--- src/rtl/store_rmw_ctrl.sv ---
// Store read-modify-write sequencer. Byte and halfword stores read the addressed word,
// merge the low bits of B into it, and write it back. Word stores skip the read.
module store_rmw_ctrl #(
  parameter int READ_LAT = 1
) (
  input  logic        i_clk,
  input  logic        i_reset,
  input  logic        i_start,
  input  logic [1:0]  i_store_size,
  input  logic [31:0] i_addr,
  input  logic [31:0] i_b_out,
  input  logic [31:0] i_mem_rdata,
  output logic [31:0] o_mem_addr,
  output logic        o_mem_wr,
  output logic [31:0] o_mem_wdata,
  output logic        o_busy,
  output logic        o_done,
  output logic        o_err
);

  typedef enum logic [2:0] {
    IDLE    = 3'd0,
    READ    = 3'd1,
    CAPTURE = 3'd2,
    WRITE   = 3'd3,
    DONE    = 3'd4,
    ERR     = 3'd5
  } state_t;

  localparam logic [3:0] LP_CNT_LOAD = 4'(READ_LAT - 1);

  state_t      r_state, w_next;
  logic [31:0] r_addr, r_b, r_data;
  logic [1:0]  r_size;
  logic [3:0]  r_cnt;
  logic        w_accept;

  assign w_accept = (r_state == IDLE) && i_start;

  always_comb begin
    w_next = r_state;
    case (r_state)
      IDLE: begin
        if (i_start) begin
          case (i_store_size)
            2'b00:   w_next = WRITE;
            2'b11:   w_next = ERR;
            default: w_next = READ;
          endcase
        end
      end
      READ:    if (r_cnt == 4'd0) w_next = CAPTURE;
      CAPTURE: w_next = WRITE;
      WRITE:   w_next = DONE;
      DONE:    w_next = IDLE;
      ERR:     w_next = IDLE;
      default: w_next = IDLE;
    endcase
  end

  always_ff @(posedge i_clk or posedge i_reset) begin
    if (i_reset) begin
      r_state <= IDLE;
      r_addr  <= '0;
      r_b     <= '0;
      r_size  <= '0;
      r_data  <= '0;
      r_cnt   <= '0;
    end else begin
      r_state <= w_next;
      if (w_accept) begin
        r_addr <= i_addr;
        r_b    <= i_b_out;
        r_size <= i_store_size;
        r_cnt  <= LP_CNT_LOAD;
      end else if (r_state == READ && r_cnt != 4'd0) begin
        r_cnt <= r_cnt - 4'd1;
      end
      if (r_state == CAPTURE) r_data <= i_mem_rdata;
    end
  end

  // Outputs decode straight from state so reset clears them asynchronously.
  assign o_busy     = (r_state != IDLE);
  assign o_mem_addr = (r_state != IDLE) ? r_addr : 32'd0;
  assign o_mem_wr   = (r_state == WRITE);
  assign o_done     = (r_state == DONE) || (r_state == ERR);
  assign o_err      = (r_state == ERR);

  always_comb begin
    o_mem_wdata = r_b;
    case (r_size)
      2'b01:   o_mem_wdata = {r_data[31:8],  r_b[7:0]};
      2'b10:   o_mem_wdata = {r_data[31:16], r_b[15:0]};
      default: o_mem_wdata = r_b;
    endcase
  end

endmodule

--- config.mk ---
export PLATFORM = sky130hd
export DESIGN_NAME = store_rmw_ctrl
export DESIGN_NICKNAME = d
export VERILOG_FILES = /design/src/rtl/store_rmw_ctrl.sv
export SDC_FILE = /design/constraint.sdc
export NUM_CORES = 1
export LEC_CHECK = 0
export ABC_CLOCK_PERIOD_IN_PS = 3300
export CELL_PAD_IN_SITES_DETAIL_PLACEMENT = 2
export CELL_PAD_IN_SITES_GLOBAL_PLACEMENT = 2
export CORE_MARGIN = 3
export CORE_UTILIZATION = 25
export DETAILED_ROUTE_END_ITERATION = 8
export PLACE_DENSITY = 0.75
export SLEW_MARGIN = 20
export SYNTH_ARGS = -nofsm -noshare
export SYNTH_HDL_FRONTEND = slang
export SYNTH_SLANG_ARGS = --single-unit
--- constraint.sdc ---
create_clock -name i_clk -period 3.3 [get_ports i_clk]
set_input_delay 0.66 -clock i_clk [delete_from_list [all_inputs] [get_ports i_clk]]
set_output_delay 0.66 -clock i_clk [all_outputs]
set_load 0.01 [all_outputs]
Word-level counts from Yosys, hierarchy flattened
Cells that the tools add are included.
- muxes and demuxes: 8
- $mul: 0
- reduce and logical (&&, ||, !) cells: 10
- bitwise operators: 0
- div/mod/pow operators: 0
- shifts and indexed selects: 0
- add/subtract/negate cells: 1
- magnitude comparators: 0
- equality and inequality tests: 10
- operator list (operator ; count):
    32-bit one-hot mux with 2 select lines ; 1
    32-bit two-way mux ; 1
    3-bit one-hot mux with 4 select lines ; 1
    4-bit two-way mux ; 2
    3-bit by 2-bit equality test with 1-bit output, second input constant ; 2
    3-bit equality test, second input constant ; 2
    3-bit two-way mux ; 2
    3-bit one-hot mux with 2 select lines ; 1
    2-bit equality test, second input constant ; 2
    4-bit logical NOT ; 1
    2-bit != test, second input constant ; 2
    4-bit nonzero test ; 1
    4-bit by 1-bit subtractor with 4-bit output, second input constant ; 1
    3-bit by 1-bit equality test with 1-bit output, second input constant ; 1
    3-bit logical NOT ; 1
    3-bit nonzero test ; 1
    2-bit by 1-bit equality test with 1-bit output, second input constant ; 1
    1-bit logical AND ; 2
    2-bit logical NOT ; 1
    2-bit AND reduction ; 1
    2-bit nonzero test ; 1
    1-bit logical OR ; 1
- word-level logic and storage cells: 35
- flip-flop bits (word level): 105
- output and inout bits: 68
- input port bits: 101
- memories kept: 0
- bits in writable memories: 0
- latch bits: 0
- bits in read-only memories: 0

Logic depth before layout (Yosys ltp)
Gate-level depths: netlist (run 1).
- depth in word-level cells: 4
- depth in mapped cells: 7
- depth with buffers taken out: 5

Worst setup path before layout (run 1)
No wires, ideal clock.
- path type: register to output
- from: reg r_size[0]
- to: out o_mem_wdata[17]
- data required time: 2.640 ns
- arrival time: 1.649 ns
- buffers on the path: 2
- stages on the path, launching flop included: 7
- setup slack: 0.991 ns
- cells stage by stage: dfrtp_1 -> inv_1 -> ha_1 -> clkbuf_1 -> nor2_1 -> clkbuf_1 -> a22o_1
- word-level cells in the longest chain between the ends: 2
- elaborated cells on any way between the ends: 3
- those cells by class: eq/ne: 2; mux: 1
- RTL lines (what ; line ; text):
    from (decl) ; 34 ; logic [1:0] r_size;
    from (signal assigned) ; 74 ; r_size <= i_store_size;
    2-bit equality test / 2-bit by 1-bit equality test with 1-bit output (equally long branches) ; 92 ; case (r_size)
    32-bit one-hot mux with 2 select lines * ; 92 ;
    to (decl) ; 15 ; output logic [31:0] o_mem_wdata,
Mark *: on every way between the ends. The rest lies on a longest branch, timed or not.

Final worst setup path (run 1)
- from: reg r_state[0]
- to: out o_mem_addr[30]
- word-level cells in the longest chain between the ends: 2
- RTL lines (what ; line ; text):
    from (decl) ; 32 ; state_t r_state, w_next;
    from (signal assigned) ; 70 ; r_state <= w_next;
    3-bit nonzero test ; 85 ; assign o_mem_addr = (r_state != IDLE) ? r_addr : 32'd0;
    32-bit two-way mux ; 85 ;
    to (decl) ; 13 ; output logic [31:0] o_mem_addr,
No other way between the ends.

==> flow_metrics.py, run 1 <==
metrics = {
    "yosys": {
        "synthFlopType": "dfrtp_1",
        "synth_nets": 420,
        "synth_edf_count": 0,
        "yosysWarnings": 0,
        "synth_seq_cells": 97,
        "synth_top_cell_by_area": "dfrtp_1",
        "ys_types": 34,
        "ys_seq_area_share_pct": 55.86,
        "netlist.area_leader.share_pct": 55.86,
        "avgSynthCellArea_um2": 13.79,
        "yosysMostFrequentCell": "dfrtp_1",
        "synth-async-reset-ratio_pct": 100.0,
        "yosys-top-cells-count": "97 x dfrtp_1, 83 x mux2_2, 34 x and2_1",
        "syn_area_um2": 4345,
        "synthTopCellsByArea": "dfrtp_1 56%, mux2_2 22%, and2_1 4.9%",
        "synthCells": 315,
    },
    "clocking": {
        "cts_root_buffer": "clkbuf_16",
        "cts_tree": "yes",
        "clk_pin_slew_ps": 70,
        "clk_latency_ps": 340,
        "cts_hold_buf": 0,
        "cts_made_buffers": 9,
        "cts.htree.levels": 3,
        "clock-sinks": 97,
        "cts-resized-gates": 0,
        "post-cts-setup-buffers": 0,
        "cts.path.max_buffers": 2,
    },
    "global_route": {
        "overflow": 0,
        "grt_usage_pct": 13.20,
        "grt_pass1_vias": 3591,
        "grt_pass1_wl_um": 19300,
        "grt_max_degree": 56,
        "antenna_found_initial": 0,
    },
    "finish": {
        "drive_above_1_share_pct": 25.27,
        "antenna_cells": 0,
        "num-fill-cells": 1730,
        "final_nets": 571,
        "areaGrowthSynthToFinish_pct": 48.06,
    },
    "detailed_routing": {
        "wl_met2_um": 6409,
        "drt-initial-drc-count": 63,
        "wl_um": 12300,
        "detail_route.wl_per_cell_um": 17.79,
        "vias_per_cell": 4.449,
        "vias": 3074,
        "drc": 0,
        "met3WireLength_um": 756,
        "topRoutingLayerUsed": "met4",
        "postRouteAntennaNets": 0,
        "dr.pass1.iters": 4,
        "wl_met1_um": 4963,
    },
    "floorplanning": {
        "die_y_um": 137.8,
        "dieArea_um2": 19000,
        "core-area_um2": 16820,
        "die_x_um": 137.8,
        "ios": 169,
        "initial_utilization_pct": 25.84,
        "num_rows": 47,
    },
    "placement": {
        "port_buffers": 160,
        "dp_hpwl_um": 8851,
        "gp_congestion": 0.7748,
        "pre_cts_ws_ps": 729.4,
    },
    "sta": {
        "setup_viol": 0,
        "finalWorstSetupSlack_ps": 384.6,
        "hold_viol": 0,
        "period_needed_ps": 2915,
        "rsz0062_at_grt": "no",
        "drv_slew": 0,
        "min_period_over_period_pct": 88.35,
        "slew_headroom_pct": 56.51,
        "setup_tns_ps": 0,
        "fin_skew_ps": 9.556,
        "worst_pin_slew_ps": 650.9,
        "fmaxAchievable_ghz": 0.3430,
    },
    "setup_path": {
        "endpoint_kind": "primary output",
        "required_ps": 2640,
        "crit_type": "flop to primary output",
        "worstPathArrival_ps": 2260,
        "cp-start-kind": "flop",
        "critPathMaxFanout": 33,
    },
    "pwr": {
        "power_density_nw_per_um2": 1089,
        "p_leak_uw": 0.002678,
        "ir_drop_mv": 0.3695,
    },
    "hold_path": {
        "hp-class": "flop to flop",
    },
    "job": {
        "cap_viol_max_count": 0,
    },
    "outcome": {
        "status": "finished clean",
    },
}
registers in the layout, summed over array words and instances (netlist names):
name	cells
r_addr	32
r_size	2
r_state	3
r_data	24
r_cnt	4
r_b	32
cells in the final DEF, fill, tap and decap left out, drive strengths merged, types with 2 or more instances in the layout:
master / n
clkinv: 3
mux2: 90
buf: 8
nor3: 3
nor2b: 2
nor2: 5
clkbuf: 10
inv: 7
ha: 4
dfrtp: 97
nor3b: 2
and2: 34
a22o: 24
o21ai: 2
nand2: 2
clkdlybuf4s50: 160
nand3: 2
routing by layer:
| layer | GRT usage [%] | up-vias |
|---|---|---|
| li1 | - | 1394 |
| met1 | 15.37 | 1585 |
| met2 | 23.10 | 85 |
| met3 | 4.054 | 10 |
| met4 | 4.281 | 0 |
| met5 | 0 | - |
power by group:
part | switching [µW] | internal, µW
sequential | 349 | 1800
combinational | 1530 | 2250
clock | 465 | 610
total | 2340 | 4660
critical path, cell delays in order, from the launching register on:
cell and delay (ps):
dfrtp_1 490, nor3_1 360, inv_1 110, buf_4 250, and2_1 200, clkdlybuf4s50_1 500
final timing paths:
path,depth (start not counted),to,slack [ps],start
max in group asynchronous,3,r_addr[14],1820,i_reset
setup reg to reg,5,r_state[1],1380,r_cnt[0]
hold / removal,1,r_addr[21],500,r_addr[21]
hold reg to reg,1,r_addr[21],500,r_addr[21]
min in group asynchronous,2,r_addr[22],760,i_reset
setup / recovery,5,o_mem_addr[30],380,r_state[0]
area by class of cell:
| type | instances | area [µm²] | share of cell area, % |
|---|---|---|---|
| clock buffers | 10 | 239.0 | 3.715 |
| clock inverters | 6 | 65.06 | 1.011 |
| inverters | 6 | 25.02 | 0.3890 |
| multi-input cells | 184 | 1728 | 26.86 |
| flip-flops and latches | 97 | 2427 | 37.73 |
| well taps | 220 | 275.3 | 4.278 |
| repair buffers | 168 | 1674 | 26.02 |
through the flow:
| step | cells | area [µm²] | hold slack, ps | utilization [%] | total power, µW |
|---|---|---|---|---|---|
| 2_1_floorplan | 315 | 4345 | 460.1 | - | 4193 |
| 3_3_place_gp | 675 | 6130 | 480.6 | 36.45 | 5864 |
| 3_5_place_dp | 675 | 6130 | 485.3 | 36.45 | 6017 |
| 4_1_cts | 691 | 6434 | 500.9 | 38.25 | 7157 |
| 5_1_grt | 691 | 6434 | 513.7 | 38.25 | 7497 |
| 6_report | 691 | 6434 | 498.9 | 38.25 | 7004 |
cell families (layout without fill, tap and decap cells):
| kind of cell | after synthesis | count (layout) | share of synthesized area (%) |
|---|---|---|---|
| muxes | 91 | 91 | 24.16 |
| adders and majority gates | 4 | 4 | 1.152 |
| DFF | 97 | 97 | 55.86 |
| AOI/OAI and AO/OA | 33 | 33 | 6.248 |
| and+or+nand+nor | 56 | 56 | 8.062 |
| buffers and inverters | 34 | 190 | 4.520 |
Note: power is estimated with default switching activity, not from simulation.
==> run 2, diff against run 1 <==
ABC_CLOCK_PERIOD_IN_PS = 2400   (was 3300)
CAP_MARGIN = 30   (was not set)
CORE_UTILIZATION = 36   (was 25)
DONT_BUFFER_PORTS = 1   (was not set)
PLACE_DENSITY = 0.74   (was 0.75)
clock period = 2.4 ns   (was 3.3 ns; I/O delays follow)
==> flow_metrics.py, run 2 (synthesized netlist as in run 1, its figures left out) <==
metrics = {
    "outcome": {
        "status": "finished clean",
    },
    "clocking": {
        "post-cts-setup-buffers": 0,
        "cts.htree.levels": 3,
        "clk_latency_ps": 330,
        "cts_made_buffers": 9,
        "cts_tree": "yes",
        "clock-sinks": 97,
        "cts.path.max_buffers": 2,
        "clk_pin_slew_ps": 60,
        "cts_hold_buf": 0,
        "cts-resized-gates": 0,
        "cts_root_buffer": "clkbuf_16",
    },
    "global_route": {
        "overflow": 0,
        "grt_usage_pct": 14.82,
        "grt_pass1_vias": 2877,
        "antenna_found_initial": 1,
        "grt_pass1_wl_um": 15250,
        "grt_max_degree": 98,
    },
    "detailed_routing": {
        "vias_per_cell": 5.344,
        "dr.pass1.iters": 4,
        "wl_um": 9989,
        "detail_route.wl_per_cell_um": 22.00,
        "postRouteAntennaNets": 0,
        "drt-initial-drc-count": 59,
        "vias": 2426,
        "drc": 0,
    },
    "finish": {
        "num-fill-cells": 1150,
        "layout.cells.most_common": "dfrtp_1",
        "top_regs": "r_addr (32), r_b (32), r_data (24)",
        "final_nets": 412,
        "drive_above_1_share_pct": 38.26,
        "final_cell_mix": "97 x dfrtp_1, 83 x mux2_2, 34 x and2_1",
        "antenna_cells": 0,
        "areaGrowthSynthToFinish_pct": 8.926,
    },
    "placement": {
        "gp_congestion": 0.7134,
        "pre_cts_ws_ps": 432.7,
        "dp_hpwl_um": 7021,
        "port_buffers": 0,
    },
    "sta": {
        "setup_viol": 0,
        "rsz0062_at_grt": "no",
        "worst_pin_slew_ps": 596.9,
        "min_period_over_period_pct": 92.69,
        "fin_skew_ps": 4.183,
        "period_needed_ps": 2225,
        "fmaxAchievable_ghz": 0.4495,
        "setup_tns_ps": 0,
        "slew_headroom_pct": 60.12,
        "drv_slew": 0,
        "hold_viol": 0,
        "finalWorstSetupSlack_ps": 175.5,
    },
    "hold_path": {
        "hp-class": "input port to asynchronous set/reset pin",
    },
    "setup_path": {
        "required_ps": 1920,
        "reg2reg_depth": 5,
        "r2r-end": "r_state[1]",
        "critPathMaxFanout": 8,
        "cp-start-kind": "flop",
        "crit-reg2reg-launch": "r_cnt[0]",
        "rrSetupSlack_ps": 400,
        "endpoint_kind": "primary output",
        "worstPathArrival_ps": 1740,
        "crit_type": "flop to primary output",
    },
    "floorplanning": {
        "num_rows": 39,
        "ios": 169,
        "die_x_um": 115.9,
        "dieArea_um2": 13420,
        "initial_utilization_pct": 37.42,
        "core-area_um2": 11610,
        "die_y_um": 115.9,
    },
    "pwr": {
        "power_density_nw_per_um2": 1623,
        "p_leak_uw": 0.002052,
        "ir_drop_mv": 0.5335,
    },
    "job": {
        "cap_viol_max_count": 0,
    },
}
## run 2: cell count changes in the layout (fill, tap and decap cells not counted), sizes merged
cell,before,now
clkdlybuf4s50,160,0
clkinvlp,1,3
inv,7,5
buf,8,9
bufinv,1,0
## run 2: critical path: stages, from the launching register on
cell and delay [ps]:
dfrtp_1 370, inv_1 60, ha_1 330, or2_2 390
a22o_1 260
## run 2: worst max path at each step
stage	start	endpoint	slack (ps)	depth (start not counted)
after detailed placement	r_cnt[0]	r_state[1]	430	5
final	r_size[0]	o_mem_wdata[13]	180	4
after CTS	r_state[0]	o_mem_addr[14]	130	4
after global routing	r_size[0]	o_mem_wdata[31]	60	5
after floorplan	r_size[0]	o_mem_wdata[17]	270	6
after global placement	r_state[0]	r_b[0]	470	3
## run 2: where the power goes
| part | leakage [µW] | switching, µW | internal, µW | total (µW) |
|---|---|---|---|---|
| Sequential | 0.00115 | 520 | 2480 | 3000 |
| Combinational | 0.000777 | 1760 | 1630 | 3390 |
| Clock | 0.000124 | 596 | 695 | 1290 |
| Total | 0.00205 | 2880 | 4810 | 7680 |
## run 2: layer usage
| metal | vias up | global-route usage (%) | wire length [µm] |
|---|---|---|---|
| li1 | 1074 | - | - |
| met1 | 1258 | 15.90 | 3781 |
| met2 | 77 | 26.54 | 5345 |
| met3 | 15 | 4.909 | 611 |
| met4 | 2 | 6.419 | 230 |
| met5 | - | 0 | 20 |
## run 2: through the flow
step | cells | hold WS [ps] | utilization [%] | cell area, µm² | power (µW)
finish | 454 | 129.1 | 40.76 | 4733 | 7684
global route | 454 | 199.2 | 40.76 | 4733 | 8241
CTS | 454 | 185.4 | 40.71 | 4728 | 7849
detailed placement | 439 | 487.1 | 38.45 | 4466 | 6504
global placement | 439 | 479.6 | 38.45 | 4466 | 6301
floorplan | 315 | 460.1 | - | 4349 | 5766
## run 2: final cells by class
class,instances,area [µm²],share of cell area (%)
clock inverter,5,33.78,0.7137
inverter,6,26.28,0.5551
timing repair buffer,9,105.1,2.220
clock buffer,10,229.0,4.837
multi-input combinational,184,1733,36.61
sequential,97,2427,51.28
tap,143,178.9,3.780
